### src/rtl/sseg_pkg.sv
// Shared types and constants for the seven-segment scan path.
// Scan FSM states, all-off bus values and the hex glyph table.
package sseg_pkg;

  typedef enum logic {
    BLANK,
    SHOW
  } state_e;

  localparam logic [7:0] SEG_OFF = 8'hFF;
  localparam logic [7:0] AN_OFF  = 8'hFF;

  // Active-low gfedcba glyphs; entry n is the glyph for hex digit n.
  localparam logic [15:0][6:0] SEG_TABLE = {
    7'b0001110,  // F
    7'b0000110,  // E
    7'b0100001,  // d
    7'b1000110,  // C
    7'b0000011,  // b
    7'b0001000,  // A
    7'b0010000,  // 9
    7'b0000000,  // 8
    7'b1111000,  // 7
    7'b0000010,  // 6
    7'b0010010,  // 5
    7'b0011001,  // 4
    7'b0110000,  // 3
    7'b0100100,  // 2
    7'b1111001,  // 1
    7'b1000000   // 0
  };

endpackage

### src/rtl/hex_to_sseg.sv
// Nibble plus decimal point to active-low cathode pattern.
// Ports: nibble (hex value), dp (1 = lit), seg ([7] = DP, [6:0] = g..a).
module hex_to_sseg
  import sseg_pkg::*;
(
  input  logic [3:0] nibble,
  input  logic       dp,
  output logic [7:0] seg
);

  assign seg = {~dp, SEG_TABLE[nibble]};

endmodule

### src/rtl/seven_seg_scan_ctrl.sv
// Eight-digit time-multiplexed display scanner with blanking and a
// frame-synchronous double buffer loaded through LOAD/PENDING.
// Ports: CLK, RST (sync, active-high), DIGITS/DP/DIG_EN + LOAD in;
// PENDING, FRAME_TICK, SSEG_CA, SSEG_AN (active-low) out.
module seven_seg_scan_ctrl
  import sseg_pkg::*;
#(
  parameter int CLK_DIV      = 100000,
  parameter int BLANK_CYCLES = 1000,
  parameter int NUM_DIGITS   = 8
) (
  input  logic        CLK,
  input  logic        RST,
  input  logic [31:0] DIGITS,
  input  logic [7:0]  DP,
  input  logic [7:0]  DIG_EN,
  input  logic        LOAD,
  output logic        PENDING,
  output logic        FRAME_TICK,
  output logic [7:0]  SSEG_CA,
  output logic [7:0]  SSEG_AN
);

  localparam int CW = $clog2(CLK_DIV);
  localparam logic [CW-1:0] SLOT_LAST  = CW'(CLK_DIV - 1);
  localparam logic [CW-1:0] BLANK_LAST = CW'(BLANK_CYCLES - 1);
  localparam logic [2:0]    IDX_LAST   = 3'(NUM_DIGITS - 1);

  state_e        state, state_nxt;
  logic [CW-1:0] cnt, cnt_nxt;
  logic [2:0]    idx, idx_nxt;

  logic [31:0] stg_digits, shd_digits;
  logic [7:0]  stg_dp, shd_dp;
  logic [7:0]  stg_en, shd_en;

  logic [3:0] nib_nxt;
  logic [7:0] seg_nxt;
  logic [7:0] an_nxt, ca_nxt;
  logic       tick_nxt;

  // cnt runs across the whole slot; BLANK owns its first BLANK_CYCLES.
  always_comb begin
    state_nxt = state;
    cnt_nxt   = cnt + 1'b1;
    idx_nxt   = idx;
    unique case (state)
      BLANK: begin
        if (cnt == BLANK_LAST) state_nxt = SHOW;
      end
      SHOW: begin
        if (cnt == SLOT_LAST) begin
          state_nxt = BLANK;
          cnt_nxt   = '0;
          idx_nxt   = idx + 3'd1;
        end
      end
      default: state_nxt = BLANK;
    endcase
  end

  assign nib_nxt = shd_digits[{idx_nxt, 2'b00} +: 4];

  hex_to_sseg u_dec (
    .nibble(nib_nxt),
    .dp    (shd_dp[idx_nxt]),
    .seg   (seg_nxt)
  );

  // Outputs are registered from the next state so they line up with it.
  always_comb begin
    an_nxt   = AN_OFF;
    ca_nxt   = SEG_OFF;
    tick_nxt = 1'b0;
    if (state_nxt == SHOW && shd_en[idx_nxt]) begin
      an_nxt = ~(8'h01 << idx_nxt);
      ca_nxt = seg_nxt;
    end
    if (state_nxt == SHOW && cnt_nxt == SLOT_LAST && idx_nxt == IDX_LAST)
      tick_nxt = 1'b1;
  end

  always_ff @(posedge CLK) begin
    if (RST) begin
      state      <= BLANK;
      cnt        <= '0;
      idx        <= '0;
      SSEG_AN    <= AN_OFF;
      SSEG_CA    <= SEG_OFF;
      FRAME_TICK <= 1'b0;
      PENDING    <= 1'b0;
      stg_digits <= '0;
      stg_dp     <= '0;
      stg_en     <= '0;
      shd_digits <= '0;
      shd_dp     <= '0;
      shd_en     <= '0;
    end else begin
      state      <= state_nxt;
      cnt        <= cnt_nxt;
      idx        <= idx_nxt;
      SSEG_AN    <= an_nxt;
      SSEG_CA    <= ca_nxt;
      FRAME_TICK <= tick_nxt;
      // FRAME_TICK high marks the current cycle as the frame boundary.
      if (FRAME_TICK && PENDING) begin
        shd_digits <= stg_digits;
        shd_dp     <= stg_dp;
        shd_en     <= stg_en;
        PENDING    <= 1'b0;
      end else if (LOAD && !PENDING) begin
        stg_digits <= DIGITS;
        stg_dp     <= DP;
        stg_en     <= DIG_EN;
        PENDING    <= 1'b1;
      end
    end
  end

endmodule
### config.mk
export PLATFORM = sky130hd
export DESIGN_NAME = seven_seg_scan_ctrl
export DESIGN_NICKNAME = d
export VERILOG_FILES = /design/src/rtl/sseg_pkg.sv /design/src/rtl/hex_to_sseg.sv /design/src/rtl/seven_seg_scan_ctrl.sv
export SDC_FILE = /design/constraint.sdc
export NUM_CORES = 1
export LEC_CHECK = 0
export ABC_CLOCK_PERIOD_IN_PS = 3900
export CELL_PAD_IN_SITES_DETAIL_PLACEMENT = 0
export CELL_PAD_IN_SITES_GLOBAL_PLACEMENT = 1
export CORE_MARGIN = 8
export CORE_UTILIZATION = 41
export DETAILED_ROUTE_END_ITERATION = 6
export GPL_TIMING_DRIVEN = 0
export PLACE_DENSITY = 0.91
export SYNTH_ARGS = -nofsm -noshare
export SYNTH_HDL_FRONTEND = slang
export SYNTH_SLANG_ARGS = --single-unit
### constraint.sdc
create_clock -name CLK -period 3.9 [get_ports CLK]
set_input_delay 0.78 -clock CLK [delete_from_list [all_inputs] [get_ports CLK]]
set_output_delay 0.78 -clock CLK [all_outputs]
set_load 0.01 [all_outputs]
# Word level (Yosys, flattened, before mapping)
# Memory sizes are Yosys's and may differ from the RTL's. A register that Yosys moved wholly into a read port is not among the register bits.
# Index checks and enable logic that the tools add are counted.
op_classes:
  n_div: 0
  eq_ne: 4
  n_addsub: 2
  mul: 0
  n_shift: 2
  reduce_logical: 9
  bitwise: 5
  mux: 13
  magnitude_cmp: 2
op_table:
  columns: ["cell", "count"]
  rows:
  - ["== test 17 bit (second input constant)", 2]
  - ["two-way mux 17 bit", 2]
  - ["indexed part select 32 x 6 -> 4 bit", 1]
  - ["adder 17 x 1 -> 17 bit (second input constant)", 1]
  - ["== test 17 x 10 -> 1 bit (second input constant)", 1]
  - ["inverter 8 bit", 1]
  - ["left shift 1 x 3 -> 8 bit (first input constant)", 1]
  - ["two-way mux 7 bit", 1]
  - ["binary-select mux 1 bit (select 3 bit)", 2]
  - ["two-way mux 3 bit", 2]
  - ["logical AND 1 bit", 5]
  - ["less-than comparator 4 x 5 -> 1 bit (second input constant)", 1]
  - ["two-way mux 1 bit", 5]
  - ["less-than comparator 3 x 4 -> 1 bit (second input constant)", 1]
  - ["inverter 1 bit", 4]
  - ["OR reduction 2 bit", 2]
  - ["adder 3 x 1 -> 3 bit (second input constant)", 1]
  - ["== test 3 bit (second input constant)", 1]
  - ["case mux 1 bit (2 select lines)", 1]
  - ["AND reduction 2 bit", 1]
  - ["zero test 1 bit", 1]
totals:
  reg_bits: 135
  mem_bits_rw: 0
  rom_bits: 112
  mem_count: 1
  inputBits: 51
  word_cells: 51
  output_inout_bits: 18
  latchBits: 0
mem_list:
  columns: ["name", "words", "word_bits", "read_ports", "rd_ports_with_merged_regs", "wr", "line_no", "source"]
  rows:
  - ["(name not given)", 16, 7, 1, 1, 0, "hex_to_sseg.sv:11", "assign seg = {~dp, SEG_TABLE[nibble]};"]

# Logic depth before layout (Yosys ltp)
logic_depth:
  word_depth: 8
  mapped_depth: 14
  depth_no_buf: 14

# By module
# From an unflattened synthesis, not the netlist that was laid out.
hier_totals:
  cells_unflattened: 721
  area_unflattened_um2: 5874.4
by_module_without_submodules:
  columns: ["mod", "n_inst", "cells_each", "seq_area_each_um2", "area_each_um2"]
  rows:
  - ["seven_seg_scan_ctrl", 1, 685, 2702.6, 5599.1]
  - ["hex_to_sseg", 1, 36, 0.0, 275.3]

# Worst setup path before layout
# Ideal clock, no wire load.
synth_timing:
  path_type: "reg-to-reg"
  start: "register cnt[11]"
  end: "register SSEG_CA[3]"
  n_path_buf: 1
  path_slack_ps: 386
  path_stages_with_launch: 14
  synth_period_minus_slack_ps: 3514
  setup_ps: 121
  arrival_time_ps: 3393
  cell_sequence: "dfxtp_1 -> buf_6 -> or4_4 -> or4_4 -> nor2_2 -> mux2_2 -> a222oi_1 -> nand2_1 -> nand2_1 -> inv_1 -> ha_1 -> mux2_2 -> mux2i_1 -> nand2_1"
synth_between:
  elab_chain_len: 8
  word_cells_on_any_way: 13
  classes_between: "eq/ne (2); shift (1); mux (7); bitwise (1); reduce/logical (2)"
synth_rtl:
  columns: ["item", "line_no", "source"]
  rows:
  - ["start, declared", "seven_seg_scan_ctrl.sv:30", "logic [CW-1:0] cnt, cnt_nxt;"]
  - ["start signal, assigned", "seven_seg_scan_ctrl.sv:100", "cnt <= cnt_nxt;"]
  - ["== test 17 bit", "seven_seg_scan_ctrl.sv:52", "if (cnt == SLOT_LAST) begin"]
  - ["two-way mux 3 bit", "seven_seg_scan_ctrl.sv:52", null]
  - ["two-way mux 3 bit", "seven_seg_scan_ctrl.sv:47", "unique case (state)"]
  - ["binary-select mux 1 bit (select 3 bit)", "seven_seg_scan_ctrl.sv:75", "if (state_nxt == SHOW && shd_en[idx_nxt]) begin"]
  - ["two-way mux 1 bit (implied by the code)", "seven_seg_scan_ctrl.sv:75", null]
  - ["logical AND 1 bit", "seven_seg_scan_ctrl.sv:75", null]
  - ["inverter 1 bit (no line)", null, null]
  - ["OR reduction 2 bit (no line)", null, null]
  - ["end, declared", "seven_seg_scan_ctrl.sv:20", "output logic [7:0] SSEG_CA,"]
# Parallel ways exist; a longest one is shown, timed or not. The select of a mux whose other input is x is not followed.
# A chain may end at the register's enable or synchronous reset.

# Final worst setup path
# Same ends and word-level chain as after synthesis.

==> out/results.ini <==
[timing]
maxSlewHeadroom_pct=62.1
timing.clock.skew_ps=9.69
setup_repair_after_global_routing_missed_its_margin=true
drv_slew=0
post-route-min-period_ps=3760
finalSetupViolCount=0
setup_tns_ps=0
fin_crit_sh_pct=96.4
smallest_setup_slack_after_layout_ps=138
tightestPinTransition_ps=568
final_hold_viol_count=0
clock.fmax_mhz=266

[worst_setup_path]
cp-end-kind=flop
critical_path_required_ps=4190
worst-r2r-setup-slack_ps=140
r2r.worst_path.cells=14
cp_max_fo=10
critical_path_class=flop to flop
critical_path.reg2reg.endpoint=SSEG_CA[3]
crit_path_start_kind=flop
critPathArrivalTime_ps=4060
reg2reg_from=cnt[11]

[drt]
drtIter0Drc=330
vias=5045
avgViaCountPerCell=5.17
detail_route.drc_violations=0
drt_first_pass_iters=5
wire_per_inst_um=14.8
residual_antenna_violating_net_count_after_detailed_routing=0
drt-total-wl_um=14400

[clock_tree]
cts_clock_pin_slew_for_the_worst_setup_and_hold_paths_ps=60
cts-root-to-sink-buffers=2
htree_levels=4
tritoncts=yes
tritoncts.num_buffers=17
insertion_delay_ps=420
cts.sinks=135
hold_buffers=0
cts_root_buffer=clkbuf_16

[place]
port-buffer-count=68
place_inst=939
post_detail_place_hpwl_um=10500
dp_slack_ps=-457
place_congestion=0.861

[yosys]
fraction_of_registers_with_async_set_reset_pct=0
synth-edff-count=0
yosys.area.top_type=dfxtp_1
synth_flop_cell=dfxtp_1
synthesis.instances=695
synth.yosys.warnings=0
synth_cell_type_count=57
yosys_register_bits=135
yosysTopAreaCellShare_pct=49.1
synthTopCellsByArea=dfxtp_1 (49%), nand2_1 (15%), a21oi_1 (10%), nor2_1 (2.5%), clkbuf_1 (2.3%)
synth_sequential_area_ratio_pct=49.1
syn-num-nets=753
netlist_area_um2=5510
synth.avg_cell_area_um2=7.92

[cells_and_area]
final_cell_mix=nand2_1 (226), dfxtp_1 (135), a21oi_1 (111)
num_antenna_cells=0
num-nets-final=845
layout.cells.most_common=nand2_1
post_route_cells_drive_above_1_share_pct=7.88
relative_area_change_from_synthesis_to_final_layout_pct=29.7
layoutNonFillerInstCount=976
finish.utilization_pct=54.1

[die]
die_area_um2=17400
die_outline_width_um=132
std_cell_rows=42
floorplan.initialDensity_pct=41.7
io_pins=69
die_y_extent_um=132
core_area_um2=13200

[power_and_ir_drop]
power.density_cell_area_nw_per_um2=459
static-leakage-power_nw=2.53
total_power_mw=3.28
ir_worst_vdd_mv=0.297

[grt]
global_route.overflow_total=0
grt_first_pass_wirelength_um=23900
antenna_violations_before_repair=0
first_global_vias=5060
grt_max_degree=17
grt_util_all_layers_pct=16.9

[min_path]
hold-path-endpoint=shd_digits[0]
hp-start=stg_digits[0]
hold_path_depth=2
timing.hold.worst.class=flop to flop

[job]
drv.max_cap_violation_count=0

[outcome]
status=finished clean

[synthesized netlist by cell type, drive strengths merged, types with 3 or more instances]
cell	instances
mux2i	7
xor2	11
or2	3
buf	10
a21oi	111
nand2	227
o21ai	11
and2	4
nand2b	4
o22ai	8
ha	7
nor2	37
dfxtp	135
o221ai	5
and3	4
or4	4
inv	11
mux2	3
nor2b	3
clkbuf	33
nor4	3
xnor2	8
nand3	9
nand4	8
nor3	6
[per-stage QoR]
stage	hold slack [ps]	cell area, um2
final	452	7140
after global routing	468	7140
after CTS	454	7070
after detailed placement	445	6410
after global placement	445	6410
after floorplan	430	5510
[logic make-up after synthesis]
family | share of synthesized area [%]
mux | 1.89
compound gates | 15.8
flops | 49.1
simple gates | 24.4
buf+inv | 4.11
xor+xnor | 3.16
fa+ha+maj | 1.59
[worst max-delay path by stage]
stage / from / cells past startpoint / end
finish: cnt[11] / 14 / SSEG_CA[3]
global route: cnt[11] / 13 / SSEG_CA[3]
CTS: cnt[11] / 13 / SSEG_CA[3]
detailed placement: cnt[11] / 13 / SSEG_CA[3]
global placement: cnt[11] / 13 / SSEG_CA[3]
floorplan: cnt[11] / 13 / SSEG_CA[3]
[final cells by class]
| class | instances | area (um2) |
|---|---|---|
| Inverter | 11 | 41.3 |
| Clock inverter | 13 | 195 |
| Fill cell | 1244 | 6050 |
| Tap cell | 176 | 220 |
| Clock buffer | 19 | 433 |
| Multi-Input combinational cell | 506 | 2650 |
| Buffer | 43 | 185 |
| Sequential cell | 135 | 2700 |
| Timing Repair Buffer | 73 | 718 |
[critical path, stage by stage (launching register included)]
cell       delay, ps
dfxtp_1          310
buf_6            130
or4_4            560
or4_4            560
o211ai_2         240
and2_1           160
buf_2            220
o22ai_1          130
nor2_2           210
a2bb2oi_4        280
inv_1            100
ha_1             270
mux2_2           280
mux2i_1          130
nand2_1           60
[repair_timing]
item / in CTS / in global routing
buffers inserted: 0 / 5
gates resized for setup: 5 / 7
endpoints found under the setup margin: 8 / 7
pin swaps: 0 / 2
endpoints found under the hold margin: 0 / 0
[per-layer routing]
layer  global-route usage [%]  vias up  share of wire, %
li1                         -     2515                 -
met1                     19.1     2342                43
met2                     29.1      160                49
met3                     4.50       28               6.0
met4                     8.17        0               2.4
met5                        0        -                 0
[registers in the layout, summed over array words and instances, names as in the netlist, 3 cells and up]
register and flops:
shd_digits 32, stg_digits 32, cnt 17, SSEG_AN 8, SSEG_CA 8, shd_dp 8
shd_en 8, stg_dp 8, stg_en 8, idx 3
[report_power, final]
group	internal (mW)	switching [mW]	leakage, nW
logic	0.0740	0.0797	1.14
registers	1.41	0.0196	1.10
clock network	1.08	0.614	0.300
No activity file was read; power rests on OpenSTA's default activity.
